--- config.mk ---
export PLATFORM = sky130hd
export DESIGN_NAME = ysyx_22040127_mdu_div_ctrl
export DESIGN_NICKNAME = d
export VERILOG_FILES = /design/src/rtl/ysyx_22040127_mdu_pkg.sv /design/src/rtl/ysyx_22040127_div_special.sv /design/src/rtl/ysyx_22040127_mdu_div_ctrl.sv
export SDC_FILE = /design/constraint.sdc
export NUM_CORES = 1
export LEC_CHECK = 0
export ABC_CLOCK_PERIOD_IN_PS = 8100
export CAP_MARGIN = 20
export CELL_PAD_IN_SITES_DETAIL_PLACEMENT = 0
export CELL_PAD_IN_SITES_GLOBAL_PLACEMENT = 1
export CORE_ASPECT_RATIO = 1.4
export CORE_MARGIN = 10
export CORE_UTILIZATION = 25
export CTS_BUF_LIST = sky130_fd_sc_hd__clkbuf_8
export DETAILED_ROUTE_END_ITERATION = 6
export PLACE_DENSITY_LB_ADDON = 0.1
export SLEW_MARGIN = 10
export SYNTH_ARGS = -nofsm -noshare
export SYNTH_HDL_FRONTEND = slang
export SYNTH_SLANG_ARGS = --single-unit
--- constraint.sdc ---
create_clock -name clk -period 8.1 [get_ports clk]
set_clock_uncertainty 0.05 [all_clocks]
set_input_delay 1.62 -clock clk [delete_from_list [all_inputs] [get_ports clk]]
set_output_delay 1.62 -clock clk [all_outputs]
set_load 0.01 [all_outputs]
--- src/rtl/ysyx_22040127_mdu_pkg.sv ---
// Shared constants and types for the M-extension divide path:
// op encodings, controller state encoding and the W-op sign-extension helper.
package ysyx_22040127_mdu_pkg;

    localparam int unsigned XLEN         = 64;
    localparam logic [63:0] INT64_MIN    = 64'h8000_0000_0000_0000;
    localparam logic [63:0] INT32_MIN_SX = 64'hFFFF_FFFF_8000_0000;

    localparam logic [1:0] OP_DIV  = 2'b00;
    localparam logic [1:0] OP_DIVU = 2'b01;
    localparam logic [1:0] OP_REM  = 2'b10;
    localparam logic [1:0] OP_REMU = 2'b11;

    typedef enum logic [1:0] {
        ST_IDLE  = 2'd0,
        ST_BUSY  = 2'd1,
        ST_DRAIN = 2'd2,
        ST_RESP  = 2'd3
    } div_state_e;

    function automatic logic [63:0] sext32(input logic [31:0] v);
        return {{32{v[31]}}, v};
    endfunction

endpackage

--- src/rtl/ysyx_22040127_div_special.sv ---
// Combinational operand formatting plus RISC-V divide-by-zero / signed-overflow
// detection; supplies the short-circuit result so the divider is never started.
module ysyx_22040127_div_special
    import ysyx_22040127_mdu_pkg::*;
(
    input  logic [1:0]      i_op,
    input  logic            i_w,
    input  logic [XLEN-1:0] i_src1,
    input  logic [XLEN-1:0] i_src2,
    output logic [XLEN-1:0] o_x,
    output logic [XLEN-1:0] o_y,
    output logic            o_signed,
    output logic            o_special,
    output logic [XLEN-1:0] o_result
);

    logic            w_div0;
    logic            w_ovf;
    logic [XLEN-1:0] w_min;
    logic [XLEN-1:0] w_quo;
    logic [XLEN-1:0] w_rem;
    logic [XLEN-1:0] w_sel;

    always_comb begin
        o_signed = ~i_op[0];
        if (i_w) begin
            o_x   = o_signed ? sext32(i_src1[31:0]) : {32'd0, i_src1[31:0]};
            o_y   = o_signed ? sext32(i_src2[31:0]) : {32'd0, i_src2[31:0]};
            w_min = INT32_MIN_SX;
        end else begin
            o_x   = i_src1;
            o_y   = i_src2;
            w_min = INT64_MIN;
        end

        w_div0    = (o_y == '0);
        w_ovf     = o_signed & (o_x == w_min) & (o_y == '1);
        o_special = w_div0 | w_ovf;

        // Overflow yields quotient = dividend, remainder = 0
        w_quo    = w_div0 ? '1  : o_x;
        w_rem    = w_div0 ? o_x : '0;
        w_sel    = i_op[1] ? w_rem : w_quo;
        o_result = i_w ? sext32(w_sel[31:0]) : w_sel;
    end

endmodule

--- src/rtl/ysyx_22040127_mdu_div_ctrl.sv ---
// Requester-side controller for the multi-cycle divider: accepts one op at a time,
// launches the divider, holds operands until ready, and handles flush/drain.
module ysyx_22040127_mdu_div_ctrl #(
    parameter int unsigned XLEN = 64
) (
    input  logic            clk,
    input  logic            rst,
    input  logic            req_valid,
    input  logic [1:0]      req_op,
    input  logic            req_w,
    input  logic [XLEN-1:0] req_src1,
    input  logic [XLEN-1:0] req_src2,
    output logic            req_ready,
    input  logic            flush,
    output logic            resp_valid,
    output logic [XLEN-1:0] resp_data,
    output logic            busy,
    output logic [XLEN-1:0] div_x,
    output logic [XLEN-1:0] div_y,
    output logic            div_s,
    output logic            div_is_div,
    input  logic            div_ready,
    input  logic [XLEN-1:0] div_quo,
    input  logic [XLEN-1:0] div_rem
);

    import ysyx_22040127_mdu_pkg::div_state_e;
    import ysyx_22040127_mdu_pkg::ST_IDLE;
    import ysyx_22040127_mdu_pkg::ST_BUSY;
    import ysyx_22040127_mdu_pkg::ST_DRAIN;
    import ysyx_22040127_mdu_pkg::ST_RESP;
    import ysyx_22040127_mdu_pkg::sext32;

    div_state_e      r_state;
    logic            r_rem_sel;
    logic            r_w;
    logic            r_start;
    logic            r_resp;
    logic            r_s;
    logic [XLEN-1:0] r_x;
    logic [XLEN-1:0] r_y;
    logic [XLEN-1:0] r_result;

    logic [XLEN-1:0] w_x;
    logic [XLEN-1:0] w_y;
    logic            w_s;
    logic            w_special;
    logic [XLEN-1:0] w_special_result;
    logic [XLEN-1:0] w_div_sel;
    logic            w_accept;

    ysyx_22040127_div_special u_special (
        .i_op      (req_op),
        .i_w       (req_w),
        .i_src1    (req_src1),
        .i_src2    (req_src2),
        .o_x       (w_x),
        .o_y       (w_y),
        .o_signed  (w_s),
        .o_special (w_special),
        .o_result  (w_special_result)
    );

    assign req_ready  = (r_state == ST_IDLE) & ~flush & ~rst;
    assign w_accept   = req_valid & req_ready;
    assign busy       = (r_state == ST_BUSY) | (r_state == ST_DRAIN) |
                        ((r_state == ST_IDLE) & req_valid);
    assign w_div_sel  = r_rem_sel ? div_rem : div_quo;

    // A flush arriving in the response cycle must still kill the registered pulse
    assign resp_valid = r_resp & ~flush;
    assign resp_data  = r_result;
    assign div_x      = r_x;
    assign div_y      = r_y;
    assign div_s      = r_s;
    assign div_is_div = r_start;

    always_ff @(posedge clk) begin
        if (rst) begin
            r_state   <= ST_IDLE;
            r_rem_sel <= 1'b0;
            r_w       <= 1'b0;
            r_start   <= 1'b0;
            r_resp    <= 1'b0;
            r_s       <= 1'b0;
            r_x       <= '0;
            r_y       <= '0;
            r_result  <= '0;
        end else begin
            r_start <= 1'b0;
            r_resp  <= 1'b0;
            unique case (r_state)
                ST_IDLE: begin
                    if (w_accept) begin
                        r_rem_sel <= req_op[1];
                        r_w       <= req_w;
                        if (w_special) begin
                            r_result <= w_special_result;
                            r_resp   <= 1'b1;
                            r_state  <= ST_RESP;
                        end else begin
                            r_x     <= w_x;
                            r_y     <= w_y;
                            r_s     <= w_s;
                            r_start <= 1'b1;
                            r_state <= ST_BUSY;
                        end
                    end
                end
                ST_BUSY: begin
                    // Flush coinciding with ready has nothing left to drain
                    if (flush) begin
                        r_state <= div_ready ? ST_IDLE : ST_DRAIN;
                    end else if (div_ready) begin
                        r_result <= r_w ? sext32(w_div_sel[31:0]) : w_div_sel;
                        r_resp   <= 1'b1;
                        r_state  <= ST_RESP;
                    end
                end
                ST_DRAIN: begin
                    if (div_ready) begin
                        r_state <= ST_IDLE;
                    end
                end
                ST_RESP: begin
                    r_state <= ST_IDLE;
                end
                default: begin
                    r_state <= ST_IDLE;
                end
            endcase
        end
    end

endmodule

Yosys cells after proc, flatten, opt, wreduce, memory -nomap -nowiden

Index checks and enable logic that the tools add are counted.

Input bits: 264
Bits in registers: 199
Output and inout bits: 197
Word-level logic and storage cells: 73

Reduce and logical (&&, ||, !) cells: 8
Mux-type cells: 29
Bitwise operators: 16
Equality and inequality tests: 11

Operators by type and width:

| cell                   | number |
|---|---|
| $mux W64               | 14 |
| $pmux W64 S2           | 1 |
| $eq A64 B64 Y1         | 1 |
| $eq A64 B64 Y1 const B | 1 |
| $logic_not A64 Y1      | 1 |
| $mux W63               | 1 |
| $mux W2                | 6 |
| $ne A2 B2 Y1 const B   | 4 |
| $pmux W2 S4            | 1 |
| $and A1 B1 Y1          | 7 |
| $not A1 Y1             | 6 |
| $reduce_and A3 Y1      | 2 |
| $mux W1                | 5 |
| $reduce_and A5 Y1      | 1 |
| $eq A2 B2 Y1 const B   | 2 |
| $ne A3 B3 Y1 const B   | 1 |
| $or A1 B1 Y1           | 3 |
| $reduce_or A3 Y1       | 1 |
| $eq A2 B1 Y1 const B   | 1 |
| $logic_not A2 Y1       | 1 |
| $ne A2 B1 Y1 const B   | 1 |
| $pmux W1 S2            | 1 |
| $reduce_and A2 Y1      | 1 |
| $reduce_bool A2 Y1     | 1 |

Logic depth before layout (Yosys ltp)

Gate-level depths: netlist (run 1).

Depth after elaboration: 9
Mapped depth: 12
Depth with buffers taken out: 8

Modules after synthesis

From an unflattened synthesis (run 1), not the netlist that was laid out.

Cell total of the unflattened synthesis: 1398
Area total of the unflattened synthesis: 10782.8 um^2

Modules (own cells, without submodules):

| module                     | instances | seq. area each (um^2) | area each (um^2) | cells each |
|---|---|---|---|---|
| ysyx_22040127_mdu_div_ctrl | 1         | 3983.8                | 8557.0           | 1031 |
| ysyx_22040127_div_special  | 1         | 0.0                   | 2225.9           | 367 |

Worst setup path before layout (run 1)

No wires, ideal clock.

Kind: input-to-reg
Start point: input port req_op[0]
End point: register r_result[10], in the netlist resp_data[10]
Setup slack: 4.017 ns
Stages on the path: 9
Data arrival time: 3.912 ns
Setup time: 0.121 ns
Required time: 7.929 ns
Path through: nand4b_1 -> or4_1 -> or4_4 -> or3_1 -> buf_2 -> o21a_1 -> buf_6 -> buf_6 -> mux2_4

Cells in the longest elaborated chain, start to end: 9
Elaborated cells on any way between the ends: 20
Those cells by class: eq/ne (3); mux (11); bitwise (4); reduce/logical (2)

RTL lines:

| element                     | RTL line                                                         | RTL |
|---|---|---|
| from (decl)                 | ysyx_22040127_mdu_div_ctrl.sv:9                                  | `input logic [1:0] req_op,` |
| $mux W64                    | ysyx_22040127_div_special.sv:28                                  | `o_y = o_signed ? sext32(i_src2[31:0]) : {32'd0, i_src2[31:0]};` |
| $mux W64                    | ysyx_22040127_div_special.sv:26                                  | `if (i_w) begin` |
| $logic_not A64 Y1           | ysyx_22040127_div_special.sv:36                                  | `w_div0 = (o_y == '0);` |
| $mux W64 (on tied branches) | ysyx_22040127_div_special.sv:41, ysyx_22040127_div_special.sv:42 |  |
| $mux W64                    | ysyx_22040127_div_special.sv:43                                  | `w_sel = i_op[1] ? w_rem : w_quo;` |
| $mux W64                    | ysyx_22040127_div_special.sv:44                                  | `o_result = i_w ? sext32(w_sel[31:0]) : w_sel;` |
| $mux W64                    | ysyx_22040127_mdu_div_ctrl.sv:97                                 | `if (w_special) begin` |
| $mux W64                    | ysyx_22040127_mdu_div_ctrl.sv:94                                 | `if (w_accept) begin` |
| $pmux W64 S2                | ysyx_22040127_mdu_div_ctrl.sv:92                                 | `unique case (r_state)` |
| to (signal assigned)        | ysyx_22040127_mdu_div_ctrl.sv:98                                 | `r_result <= w_special_result;` |
| to (signal assigned)        | ysyx_22040127_mdu_div_ctrl.sv:115                                | `r_result <= r_w ? sext32(w_div_sel[31:0]) : w_div_sel;` |
| to (decl)                   | ysyx_22040127_mdu_div_ctrl.sv:42                                 | `logic [XLEN-1:0] r_result;` |

Several ways; a longest one is shown, not always the timed one. The select of a mux whose other input is x is not followed.
A chain may end at the register's enable or synchronous reset.

Final worst setup path (run 1)

Start point: input port req_src1[28]
End point: register r_x[6], in the netlist div_x[6]

Cells in the longest elaborated chain, start to end: 8

RTL lines:

| element                                | RTL line                          | RTL |
|---|---|---|
| from (decl)                            | ysyx_22040127_mdu_div_ctrl.sv:11  | `input logic [XLEN-1:0] req_src1,` |
| $mux W64                               | ysyx_22040127_div_special.sv:27   | `o_x = o_signed ? sext32(i_src1[31:0]) : {32'd0, i_src1[31:0]};` |
| $mux W64 (*)                           | ysyx_22040127_div_special.sv:26   |  |
| $eq A64 B64 Y1 (*)                     | ysyx_22040127_div_special.sv:37   | `w_ovf = o_signed & (o_x == w_min) & (o_y == '1);` |
| $and A1 B1 Y1 (*) (2 in series)        | ysyx_22040127_div_special.sv:37   |  |
| $or A1 B1 Y1 (*)                       | ysyx_22040127_div_special.sv:38   | `o_special = w_div0 \| w_ovf;` |
| $not A1 Y1 (no source line) (*)        | -                                 |  |
| $reduce_and A3 Y1 (no source line) (*) | -                                 |  |
| to (signal assigned)                   | ysyx_22040127_mdu_div_ctrl.sv:102 | `r_x <= w_x;` |
| to (decl)                              | ysyx_22040127_mdu_div_ctrl.sv:40  | `logic [XLEN-1:0] r_x;` |

Mark *: on every way between the ends. The rest lies on a longest branch, timed or not.

==> results by group, run 1 <==
Status
  – Status: complete, no violations

Route
  – First-pass DRT Iterations: 4
  – DRT iter0 DRCs: between 500 and 600
  – Routed wire per std cell: roughly 24 um
  – DRC errors left: 0
  – Detailed Route WL: roughly 52000 um
  – Post-route ant nets: 0
  – Vias: roughly 10000
  – Via-to-Cell Ratio: between 4 and 5

Critical path
  – Worst path required time: roughly 8.5 ns
  – CP endpoint kind: flip-flop
  – Worst setup path class: input port to flip-flop
  – CP max FO: 127
  – Critical Path Source Type: input port
  – Arrival @ worst endpoint: 5.75 ns

Floorplanning
  – Initial Util: 0.2533
  – Die height: 267.4 um
  – Die Width: 196.7 um
  – Core Area: 43130 sq um
  – Ports: ~460
  – FP Rows: 90
  – Die ar.: between 50000 and 60000 sq um

Power
  – Peak VDD IR: 0.09174 mV
  – PwrDens: between 150 and 200 nW/um^2
  – Pwr Total: 3.242 mW
  – Leak: between 5 and 6 nW

CTS
  – Post-CTS setup repair buffer count: 0
  – Hold_buf cts: 0
  – Clock transition at path regs: between 0.1 and 0.15 ns
  – CTS tree: built
  – Worst-skew pair later-pin latency: slightly above 0.5 ns
  – H-tree depth: 4
  – PostCTS Resize Cnt: 0
  – Sinks on Clock Net: approximately 200
  – Total CTS buffers: 17
  – Buffers from clock root to sink, at most: 2
  – Clk root buf: clkbuf_8

Synthesis
  – Cell count after synthesis: approximately 1200
  – Yosys cell types: 48
  – Most frequent cell after synthesis: dfxtp_1
  – Most frequent cells after synthesis: 199 x dfxtp_1, 107 x a21oi_1, 102 x nor2b_1
  – Synth async-reset ratio: 0
  – Top FF cell, synth: dfxtp_1
  – Mapped cell area: about 11000 sq um
  – Syn. warnings: 0
  – Area contributors post-synth: dfxtp_1 36%, mux2_2 10%, mux2i_1 8.5%, nor2b_1 5.8%, a21oi_1 4.9%
  – Seq/Total Area, Yosys: 0.3646
  – Post-synth net total: between 1000 and 1500
  – Yosys top cell by area: dfxtp_1
  – Average cell area after synthesis: roughly 9.3 sq um
  – FF+latch count, synth: a little under 200
  – Count of flip-flops with a built-in enable after synthesis: 0
  – Area share of the largest cell type after synthesis: 0.3646

Layout
  – Fin area: about 16000 sq um
  – Fill cell count: 4374
  – Nets: 1826
  – Layout cells sized above 1: 0.1450
  – Finished Layout Cells: around 2100
  – Area delta synth->final: 49.59%

Global route
  – Largest net degree at the start of global routing: between 100 and 150
  – Global-route wire length before repair: between 70000 and 80000 um
  – Total track usage: 0.1884
  – Initial antenna violation count: 1
  – Vias in the first global route: between 10000 and 15000
  – Gr ovfl total: 0

Timing
  – Final hold violation count: 0
  – Final min period: 5.388 ns
  – Final slew viol count: 0
  – Final period util: 0.6652
  – Setup TNS: 0 ns
  – Slew headroom: 0.3095
  – Worst hold slack: approximately 0.42 ns
  – RSZ-0062 raised after global routing: no
  – Setup Viol. Count Final: 0
  – Slew @ Worst Pin: around 1.0 ns
  – Fmax: 0.1856 GHz

Job
  – Max Cap Viol: 0

Hold path
  – Min-Delay Path Class: flip-flop to flip-flop

Placement
  – Post-DP HPWL: between 30000 and 40000 um
  – Placement Cell Area: roughly 16000 sq um
  – DP Cell Count: approximately 2100
  – Port bufs: 460
  – Final GP Congestion: between 0.7 and 0.8
## cell families (layout without fill, tap and decap cells)
| group | after synthesis | after routing | share of synthesized area |
|---|---|---|---|
| AND/OR/NAND/NOR | 334 | 334 | 0.1896 |
| AO/OA/AOI/OAI | 293 | 293 | 0.1624 |
| multiplexers | 221 | 221 | 0.2264 |
| flip-flops | 199 | 199 | 0.3646 |
| buffers and inverters | 131 | 522 | 0.05348 |
| adder cells (fa/ha/maj) | 3 | 3 | 0.003436 |
| other | 0 | 2 | 0 |
## critical path: stages
cell	delay [ns]
clkdlybuf4s50_1	0.50
nor4b_1	0.79
nand4_1	0.37
or4_4	0.63
or2_1	0.30
o211ai_1	0.29
buf_12	0.59
mux2_2	0.42
## per-stage QoR
stage	worst slack, ns	utilization
final	2.712	0.3789
after global routing	2.639	0.3789
after CTS	2.725	0.3784
after detailed placement	2.154	0.3682
after global placement	2.138	0.3682
after floorplan	4.017	-
## where the power goes
group	total, mW	internal [mW]	switching, mW
Combinational	1.28	0.654	0.622
Clock	0.736	0.293	0.442
Sequential	1.23	1.14	0.0895
Total	3.24	2.09	1.15
## layer usage
layer,part of all wire,track usage,vias up
met5,0,0,-
met4,0.015,0.04494,0
met3,0.072,0.05981,29
met2,0.51,0.3328,316
met1,0.40,0.2151,5035
li1,-,-,5117
## placed cells by master, fill, tap and decap left out, drive strengths merged, types with 3 or more instances in the layout
master and count:
clkdlybuf4s50 458, dfxtp 199, mux2 128, a21oi 107, nor2b 102, mux2i 93, nand2 80, o21ai 69
o31ai 37, o2111ai 34, nor3b 33, or4b 32, a31oi 31, nor4 26, buf 23, clkbuf 17
inv 16, nand4 14, nor3 12, nor2 8, clkinv 6, and4b 4, nor4b 4, nand4b 4
o211ai 4, or4 4, ha 3
## registers in the layout, indices dropped and copies added, names as in the netlist
name        flops
div_x          64
div_y          64
resp_data      64
r_state         2
div_is_div      1
div_s           1
r_rem_sel       1
r_resp          1
r_w             1
## layout make-up
class	count	area, sq um	area share
multi-input cells	851	6409	0.3921
repair buffers	481	4780	0.2925
flip-flops and latches	199	3988	0.2440
well taps	552	690.7	0.04226
clock buffers	17	234.0	0.01432
clock inverters	15	202.7	0.01240
inverters	9	35.03	0.002144
diodes	2	5.005	0.0003062
## worst paths after layout
check | from | to | slack [ns] | cells past startpoint
worst max-delay path | req_src1[28] | div_x[6]$_SDFFE_PP0P_ | 2.71 | 8
worst min-delay path | div_x[46]$_SDFFE_PP0P_ | div_x[46]$_SDFFE_PP0P_ | 0.42 | 2
worst max register to register | r_state[1]$_SDFFE_PP0P_ | resp_data[2]$_SDFFE_PP0P_ | 4.24 | 10
worst min register to register | div_x[46]$_SDFFE_PP0P_ | div_x[46]$_SDFFE_PP0P_ | 0.42 | 2
Note: power is estimated with default switching activity, not from simulation.
==> run 2: changes to the inputs <==
--- a/config.mk
+++ b/config.mk
@@ -5,7 +5,7 @@
 export SDC_FILE = /design/constraint.sdc
 export NUM_CORES = 1
 export LEC_CHECK = 0
-export ABC_CLOCK_PERIOD_IN_PS = 8100
+export ABC_CLOCK_PERIOD_IN_PS = 5400
 export CAP_MARGIN = 20
 export CELL_PAD_IN_SITES_DETAIL_PLACEMENT = 0
 export CELL_PAD_IN_SITES_GLOBAL_PLACEMENT = 1
==> constraint.sdc (replaced) <==
create_clock -name clk -period 5.4 [get_ports clk]
set_clock_uncertainty 0.05 [all_clocks]
set_input_delay 1.08 -clock clk [delete_from_list [all_inputs] [get_ports clk]]
set_output_delay 1.08 -clock clk [all_outputs]
set_load 0.01 [all_outputs]
==> run 2 against run 1 <==
  * Sequential cell count unchanged
  * Global-route usage rose by 0.12 points
  * Combinational power rose by 51%
  * Utilization is 0.24 points higher
==> results by group, run 2 (synthesis results as in run 1) <==
Route
  – Via-to-Cell Ratio: 4.960 (was 4.937)
  – First-pass DRT Iterations: 5 (was 4)
  – Vias: 10610 (was 10500)
  – DRT iter0 DRCs: 470 (was 507)
  – Post-route ant nets: 0 (unchanged)
  – Detailed Route WL: 52400 um (was 51820 um)
  – DRC errors left: 0 (unchanged)
  – Routed wire per std cell: 24.51 um (was 24.37 um)

Placement
  – Port bufs: 460 (unchanged)
  – Final GP Congestion: 0.7842 (was 0.7783)
  – Post-DP HPWL: 39230 um (was 38170 um)

Timing
  – Final slew viol count: 0 (unchanged)
  – Slew @ Worst Pin: 0.9743 ns (was 1.036 ns)
  – Slew headroom: 0.3504 (was 0.3095)
  – Fmax: approximately 0.23 GHz
  – Final period util: 0.8004
  – Setup TNS: 0 ns (unchanged)
  – RSZ-0062 raised after global routing: no (unchanged)
  – Setup Viol. Count Final: 0 (unchanged)
  – Final min period: around 4.3 ns
  – Final hold violation count: 0 (unchanged)

Critical path
  – CP max FO: 33 (was 127)
  – Arrival @ worst endpoint: 4.68 ns (was 5.75 ns)
  – Critical Path Source Type: input port (unchanged)
  – Worst setup path class: input port to flip-flop (unchanged)
  – Worst R2R Path Depth: 10 (unchanged)
  – CP endpoint kind: flip-flop (unchanged)
  – Worst path required time: 5.76 ns (was 8.46 ns)

Power
  – Logic pwr share: 0.395 (was 0.394)
  – PwrDens: 296.2 nW/um^2 (was 198.3 nW/um^2)
  – Switch share: 0.3500 (was 0.3561)
  – Power share of the clock group: 0.225 (was 0.227)
  – Internal: 3.166 mW (was 2.087 mW)
  – Flop pwr share: 0.379 (about the same)
  – Leak: 6.036 nW (was 5.972 nW)
  – Psw: 1.705 mW (was 1.154 mW)
  – Peak VDD IR: 0.1443 mV (was 0.09174 mV)

CTS
  – Clk root buf: clkbuf_8 (unchanged)
  – Sinks on Clock Net: 199 (unchanged)
  – Hold_buf cts: 0 (unchanged)
  – Clock transition at path regs: 0.10 ns (was 0.12 ns)
  – Buffers from clock root to sink, at most: 2 (unchanged)
  – H-tree depth: 4 (unchanged)
  – CTS tree: built (unchanged)
  – PostCTS Resize Cnt: 0 (unchanged)
  – Post-CTS setup repair buffer count: 0 (unchanged)
  – Worst-skew pair later-pin latency: 0.50 ns (was 0.51 ns)
  – Total CTS buffers: 17 (unchanged)

Global route
  – Global-route wire length before repair: 75610 um (was 75370 um)
  – Initial antenna violation count: 3 (was 1)
  – Gr ovfl total: 0 (unchanged)
  – Total track usage: 0.1896 (was 0.1884)
  – Largest net degree at the start of global routing: 101 (was 128)
  – Vias in the first global route: 11230 (was 11030)

Layout
  – Layout cells sized above 1: 0.1515 (was 0.1450)
  – Nets: 1838 (was 1826)
  – Fill cell count: 4365 (was 4374)
  – Highest-count cells in the layout ignoring fill and taps: 458 x clkdlybuf4s50_1, 198 x dfxtp_1, 107 x a21oi_1, 102 x nor2b_1, 101 x mux2_2 (unchanged)
  – Area delta synth->final: 50.52% (was 49.59%)
  – Leading cell type in the layout, fill and taps excluded: clkdlybuf4s50_1 (unchanged)
  – Final Core Density: 0.3813 (was 0.3789)

Floorplanning
  – Ports: 461 (unchanged)
  – Initial Util: 0.2533 (unchanged)
  – FP Rows: 90 (unchanged)
  – Die height: 267.4 um (unchanged)
  – Die ar.: 52580 sq um (unchanged)
  – Die Width: 196.7 um (unchanged)
  – Core Area: 43130 sq um (unchanged)

Hold path
  – Worst hold path depth: 2 (unchanged)
  – Min-Delay Path Class: flip-flop to flip-flop (unchanged)

Job
  – Max Cap Viol: 0 (unchanged)

Status
  – Status: complete, no violations (unchanged)
==> run 2: power by group through the flow <==
stage | combinational, mW | clock [mW] | sequential (mW)
floorplan | 0.819 | 0 | 1.97
global placement | 1.95 | 0 | 1.88
detailed placement | 1.95 | 0 | 1.88
CTS | 1.96 | 1.16 | 1.85
global route | 2.07 | 1.19 | 1.88
finish | 1.93 | 1.10 | 1.85
==> run 2: critical path, stage by stage <==
cell             delay [ns]
clkdlybuf4s50_1        0.59
nor4b_1                0.55
nand4_1                0.29
or4_4                  0.63
or3_1                  0.41
o21a_4                 0.41
buf_4                  0.38
o31ai_1                0.29
==> run 2: routing by layer <==
layer / part of all wire / vias to the layer above / track usage
met5: 0.00044 / - / 0
met3: 0.070 / 40 / 0.05981
li1: - / 5149 / -
met1: 0.40 / 5096 / 0.2091
met4: 0.015 / 4 / 0.04351
met2: 0.52 / 316 / 0.3449
==> run 2: path summary, 6_finish.rpt <==
check                          endpoint  slack, ns                    start
max reg2reg  resp_data[57]$_SDFFE_PP0P_       2.02  r_state[1]$_SDFFE_PP0P_
min              div_x[42]$_SDFFE_PP0P_       0.42   div_x[42]$_SDFFE_PP0P_
max          resp_data[35]$_SDFFE_PP0P_       1.08              req_src2[1]
min reg2reg      div_x[42]$_SDFFE_PP0P_       0.42   div_x[42]$_SDFFE_PP0P_
==> run 2: area by class of cell <==
cell class	instances	area [sq um]	area share
clock buffers	20	275.3	0.01674
diodes	2	5.005	0.0003043
inverters	9	35.03	0.002130
multi-input cells	851	6409	0.3897
well taps	552	690.7	0.04200
repair buffers	493	4882	0.2969
clock inverters	12	160.2	0.009739
flip-flops and latches	199	3988	0.2425
==> run 2: per-stage QoR <==
stage	instances	hold WS (ns)	worst slack (ns)	area [sq um]	power [mW]
after floorplan	1181	0.4323	1.857	10930	2.787
after global placement	2104	0.3941	0.5986	16000	3.825
after detailed placement	2104	0.4037	0.5570	16000	3.833
after CTS	2136	0.4197	1.115	16440	4.967
after global routing	2137	0.4338	1.030	16440	5.139
final	2138	0.4164	1.078	16440	4.871
==> run 3: changes to the inputs <==
--- a/config.mk
+++ b/config.mk
@@ -5,7 +5,7 @@
 export SDC_FILE = /design/constraint.sdc
 export NUM_CORES = 1
 export LEC_CHECK = 0
-export ABC_CLOCK_PERIOD_IN_PS = 5400
+export ABC_CLOCK_PERIOD_IN_PS = 4480
 export CAP_MARGIN = 20
 export CELL_PAD_IN_SITES_DETAIL_PLACEMENT = 0
 export CELL_PAD_IN_SITES_GLOBAL_PLACEMENT = 1
==> constraint.sdc (replaced) <==
create_clock -name clk -period 4.48 [get_ports clk]
set_clock_uncertainty 0.05 [all_clocks]
set_input_delay 0.896 -clock clk [delete_from_list [all_inputs] [get_ports clk]]
set_output_delay 0.896 -clock clk [all_outputs]
set_load 0.01 [all_outputs]
==> run 3 against run 2 <==
  * Routed wire length decreased by 0.81%
  * Total power rose by 19%
  * Cell count up 0.80%
  * Sequential cell count stayed put
  * Count of clock-buffer cells in the layout fell by 2
  * Cell area grew 0.75%
  * Setup slack worse by 0.48 ns
  * Critical path type unchanged
  * Highest routed layer unchanged
  * Register-to-register slack worse by 0.53 ns
==> results by group, run 3 (synthesis results as in run 1) <==
CTS
  – CTS tree: built (unchanged)
  – Sinks on Clock Net: 199 (unchanged)
  – Post-CTS setup repair buffer count: 0 (unchanged)
  – Total CTS buffers: 17 (unchanged)
  – Hold_buf cts: 0 (unchanged)
  – Clock transition at path regs: 0.12 ns (was 0.10 ns)
  – Worst-skew pair later-pin latency: 0.50 ns (about the same)
  – Clk root buf: clkbuf_8 (unchanged)
  – PostCTS Resize Cnt: 0 (unchanged)
  – Buffers from clock root to sink, at most: 2 (unchanged)
  – H-tree depth: 4 (unchanged)

Power
  – Pwr Total: 5.806 mW (was 4.871 mW)
  – Peak VDD IR: 0.1734 mV (was 0.1443 mV)
  – Leak: 6.102 nW (was 6.036 nW)
  – PwrDens: 350.4 nW/um^2 (was 296.2 nW/um^2)

Timing
  – Final period util: 0.8663
  – Final min period: around 3.9 ns
  – Slew @ Worst Pin: 1.077 ns (was 0.9743 ns)
  – Fmax: 0.2577 GHz
  – Final hold violation count: 0 (unchanged)
  – Slew headroom: 0.2818 (was 0.3504)
  – Setup Viol. Count Final: 0 (unchanged)
  – Worst hold slack: 0.4174 ns (was 0.4164 ns)
  – Final slew viol count: 0 (unchanged)
  – RSZ-0062 raised after global routing: no (unchanged)

Layout
  – Area delta synth->final: 51.64% (was 50.52%)
  – Fill cell count: 4400 (was 4365)
  – Finished Layout Cells: 2155 (was 2138)
  – Layout cells sized above 1: 0.1600 (was 0.1515)
  – Highest-count cells in the layout ignoring fill and taps: 458 x clkdlybuf4s50_1, 198 x dfxtp_1, 107 x a21oi_1, 102 x nor2b_1, 101 x mux2_2 (unchanged)
  – Leading cell type in the layout, fill and taps excluded: clkdlybuf4s50_1 (unchanged)
  – Nets: 1854 (was 1838)

Floorplanning
  – Ports: 461 (unchanged)
  – FP Rows: 90 (unchanged)
  – Initial Util: 0.2533 (unchanged)
  – Die height: 267.4 um (unchanged)
  – Die Width: 196.7 um (unchanged)
  – Die ar.: 52580 sq um (unchanged)
  – Core Area: 43130 sq um (unchanged)

Global route
  – Initial antenna violation count: 4 (was 3)
  – Total track usage: 0.1874 (was 0.1896)
  – Largest net degree at the start of global routing: 102 (was 101)
  – Global-route wire length before repair: 74440 um (was 75610 um)
  – Gr ovfl total: 0 (unchanged)
  – Vias in the first global route: 10970 (was 11230)

Route
  – Detailed Route WL: 51980 um (was 52400 um)
  – DRC errors left: 0 (unchanged)
  – Vias: 10660 (was 10610)
  – Via-to-Cell Ratio: 4.947 (was 4.960)
  – Post-route ant nets: 0 (unchanged)
  – Routed wire per std cell: 24.12 um (was 24.51 um)
  – First-pass DRT Iterations: 4 (was 5)
  – DRT iter0 DRCs: 497 (was 470)

Hold path
  – Min-Delay Path Class: flip-flop to flip-flop (unchanged)
  – Worst hold path depth: 2 (unchanged)

Critical path
  – CP max FO: 18 (was 33)
  – Worst path required time: 4.86 ns (was 5.76 ns)
  – Critical Path Source Type: input port (unchanged)
  – Arrival @ worst endpoint: 4.26 ns (was 4.68 ns)
  – Worst setup path class: input port to flip-flop (unchanged)
  – Worst R2R Path Depth: 9 (was 10)
  – CP endpoint kind: flip-flop (unchanged)

Placement
  – DP Cell Count: 2120 (was 2104)
  – Final GP Congestion: 0.7991 (was 0.7842)
  – Post-DP HPWL: 39400 um (was 39230 um)
  – Port bufs: 460 (unchanged)

Job
  – Max Cap Viol: 0 (unchanged)

Status
  – Status: complete, no violations (unchanged)
[run 3: cell count changes in the layout (fill, tap and decap cells not counted), moves of 2 or more]
| cell | delta |
|---|---|
| clkbuf_8 | -2 |
| clkinvlp_4 | +2 |
| clkinv_4 | -2 |
| bufinv_16 | -2 |
| buf_12 | +3 |
| buf_4 | +13 |
[run 3: per-stage QoR]
stage          utilization  area, sq um  setup WS (ns)  TNS (ns)
6_report            0.3841        16570         0.5991         0
5_1_grt             0.3841        16560         0.4185         0
4_1_cts             0.3840        16560         0.5127         0
3_5_place_dp        0.3747        16160       -0.04170   -0.2896
3_3_place_gp        0.3747        16160       -0.02182   -0.5631
2_1_floorplan            -        10930          1.121         0
[run 3: worst paths after layout]
kind / from / to / slack, ns
max reg2reg: r_state[1]$_SDFFE_PP0P_ / resp_data[16]$_SDFFE_PP0P_ / 1.49
min: div_x[45]$_SDFFE_PP0P_ / div_x[45]$_SDFFE_PP0P_ / 0.42
max: req_src2[1] / div_y[52]$_SDFFE_PP0P_ / 0.60
min reg2reg: div_x[45]$_SDFFE_PP0P_ / div_x[45]$_SDFFE_PP0P_ / 0.42
[run 3: final cells by class]
| class | instances | area (sq um) | share of cell area |
|---|---|---|---|
| multi-input cells | 851 | 6409 | 0.3868 |
| repair buffers | 509 | 5040 | 0.3042 |
| flip-flops and latches | 199 | 3988 | 0.2407 |
| well taps | 552 | 690.7 | 0.04169 |
| clock buffers | 18 | 247.7 | 0.01495 |
| clock inverters | 14 | 150.1 | 0.009063 |
| inverters | 9 | 35.03 | 0.002115 |
| diodes | 3 | 7.507 | 0.0004531 |
[run 3: critical path: stages]
cell             delay (ns)
clkdlybuf4s50_1        0.60
nor4b_1                0.44
nand4_1                0.29
or4_4                  0.62
or2_1                  0.24
o211ai_1               0.28
buf_4                  0.31
buf_4                  0.36
mux2i_1                0.22
[run 3: metal layers]
metal | up-vias | track usage | wire, um
met4 | 2 | 0.04063 | 632
met5 | - | 0 | 11
met1 | 5139 | 0.2130 | 20890
met2 | 313 | 0.3333 | 26790
met3 | 30 | 0.06056 | 3653
li1 | 5177 | - | -
[run 3: power breakdown]
group          switching (mW)  total, mW  internal, mW
combinational            1.14       2.35          1.22
sequential              0.161       2.22          2.06
clock                   0.794       1.23         0.436
==> RTL change: new RTL, flow settings as in run 1 <==
Register the input `div_quo` before use. The logic sees it one clock later. The other inputs are not delayed to match.
--- a/src/rtl/ysyx_22040127_mdu_div_ctrl.sv
+++ b/src/rtl/ysyx_22040127_mdu_div_ctrl.sv
@@ -32,2 +32,8 @@
     import ysyx_22040127_mdu_pkg::sext32;
+
+    logic [XLEN-1:0] div_quo_q;
+
+    always_ff @(posedge clk) begin
+        div_quo_q <= div_quo;
+    end
 
@@ -67,3 +73,3 @@
                         ((r_state == ST_IDLE) & req_valid);
-    assign w_div_sel  = r_rem_sel ? div_rem : div_quo;
+    assign w_div_sel  = r_rem_sel ? div_rem : div_quo_q;
 
Check against the original RTL: not equivalent (Yosys sat finds a counterexample within 4 cycles, from zero or initial values and one cycle with rst high).
==> RTL change against run 1 <==
- routed wire length grew 0.71%
- sequential cell count grew 64
- area after synthesis rose by 2.2%
- sequential share of layout area up 6.3 points
- total power is 24% higher
- die area increased by 2.0%
- worst setup slack improved by 0.28 ns
- cell area up 5.2%
==> RTL change: results (changes against run 1) <==
Status
  • Outcome: finished clean (unchanged)

Synthesis
  • Yosys warnings: 0 (unchanged)
  • Register area share after synthesis: 47.14% (was 36.46%)
  • Top cells by area, synth: dfxtp_1 (47%), mux2i_1 (11%), nor2_1 (7.9%), a311oi_1 (5.0%), nand2b_1 (3.6%) (was dfxtp_1 (36%), mux2_2 (10%), mux2i_1 (8.5%), nor2b_1 (5.8%), a21oi_1 (4.9%))
  • EDFF count, synth: 0 (unchanged)
  • Syn avg cell area: 9.521 µm² (was 9.251 µm²)
  • Most frequent cells after synthesis: dfxtp_1 (263), nor2_1 (234), mux2i_1 (127), clkbuf_1 (78) (was dfxtp_1 (199), a21oi_1 (107), nor2b_1 (102), mux2_2 (101), mux2i_1 (93))
  • Async SR Flop Fraction: 0% (unchanged)
  • Synth unique cells: 48 (unchanged)
  • Syn nets: 1440 (was 1448)

Power and ir drop
  • P_leak: 5.800 nW (was 5.972 nW)
  • Maximum vdd drop: 0.0001211 V (was 0.00009174 V)
  • Switching Share: 31.93% (was 35.61%)

CTS
  • Root buf cell: clkbuf_8 (unchanged)
  • H-tree level count: 2 (was 4)
  • # Post-CTS Setup Buffers: 0 (unchanged)
  • Clk buf depth: 3 (was 2)
  • Clock Latency Late Sink: 0.60 ns (was 0.51 ns)
  • Clock-pin slew on the worst setup and hold paths: 0.06 ns (was 0.12 ns)
  • Cts bufs inserted: 48 (was 17)
  • Resize count post-CTS: 0 (unchanged)

Worst setup path
  • Critical-path maximum fanout: 4 (was 127)
  • R2r setup slk: 4.44 ns (was 4.24 ns)
  • CP Data Arrival Time: 3.43 ns (was 5.75 ns)

Global route
  • First-pass GRT wire length: 75.34 mm (was 75.37 mm)
  • Largest net degree at the start of global routing: 118 (was 128)
  • Initial antenna violation count: 5 (was 1)
  • Overall routing resource usage: 18.64% (was 18.84%)

Cells and area
  • Nets: 1860 (was 1826)
  • Fill count: 4507 (was 4374)
  • Share of layout cells above drive strength 1: 8.128% (was 14.50%)

Timing
  • Relative slew slack: 26.47% (was 30.95%)
  • Fmax: 195.9 MHz (was 185.6 MHz)
  • Final Hold Fails: 0 (unchanged)
  • Final hold slack: 0.4408 ns (was 0.4158 ns)

Worst hold path
  • Min-delay worst type: reg2reg (unchanged)

Placement
  • PortBufs: 460 (unchanged)
  • Placed Area: 0.01618 mm² (was 0.01588 mm²)
  • Routability cong.: 0.7612 (was 0.7783)
  • DPL Wire Length: 38.54 mm (was 38.17 mm)
  • Place WS: 2.206 ns (was 2.154 ns)

Detailed routing
  • WL per Instance: 23.90 µm (was 24.37 µm)
  • DR iter-0 viols: 379 (was 507)
  • Vias post-DR: 10600 (was 10500)
  • Pre-antenna DRT Iters: 5 (was 4)
[RTL change: changes by cell type in the layout (fill, tap and decap cells not counted), sizes merged, moves of 62 or more]
cell	delta
nor2b	-99
o21ai	-64
mux2	-127
a311oi	+64
nand2b	+62
nor2	+226
dfxtp	+64
a21oi	-103
[RTL change: layer usage]
metal	global-route usage (%)	vias to the layer above	wire length, µm	share of wire [%]
met5	0	-	34	0.065
met4	5.836	6	1338	2.6
met3	6.944	72	4589	8.8
met2	33.03	370	26730	51
met1	19.88	5008	19500	37
li1	-	5148	-	-
[RTL change: power by group through the flow]
| stage | registers [mW] | logic (mW) | clock network [mW] |
|---|---|---|---|
| after detailed placement | 1.54 | 1.22 | 0 |
| after CTS | 1.52 | 1.22 | 1.36 |
| after global placement | 1.54 | 1.22 | 0 |
| final | 1.52 | 1.19 | 1.30 |
| after floorplan | 1.59 | 0.521 | 0 |
| after global routing | 1.53 | 1.29 | 1.41 |
[RTL change: path summary, 6_finish.rpt]
kind / startpoint / to / cells past startpoint
max: flush / req_ready / 3
max reg2reg: r_state[0] / resp_data[9] / 11
min: div_x[26] / div_x[26] / 2
min reg2reg: div_x[26] / div_x[26] / 2
[RTL change: through the flow]
stage	utilization (%)	cells
2_1_floorplan	-	1173
3_3_place_gp	36.63	2099
3_5_place_dp	36.63	2099
4_1_cts	38.79	2180
5_1_grt	38.90	2184
6_report	38.90	2184
[RTL change: layout make-up]
| cell class | count | area, µm² | share of cell area, % |
|---|---|---|---|
| Antenna cell | 2 | 5.005 | 0.02912 |
| Tap cell | 558 | 698.2 | 4.063 |
| Inverter | 6 | 22.52 | 0.1311 |
| Clock buffer | 59 | 812.0 | 4.725 |
| Sequential cell | 263 | 5270 | 30.67 |
| Multi-Input combinational cell | 794 | 5463 | 31.79 |
| Clock inverter | 22 | 145.1 | 0.8446 |
| Timing Repair Buffer | 480 | 4770 | 27.75 |
[RTL change: cells by family after synthesis]
kind of cell               share of synthesized area, %
buffers and inverters                             4.280
muxes                                             11.48
adders and majority gates                        0.4258
AOI/OAI and AO/OA                                 17.65
DFF                                               47.14
and+or+nand+nor                                   19.02
[RTL change: critical path, cell delays in order]
cell and delay (ns):
clkdlybuf4s50_1 0.48, nor3_1 0.61, clkdlybuf4s50_1 0.73
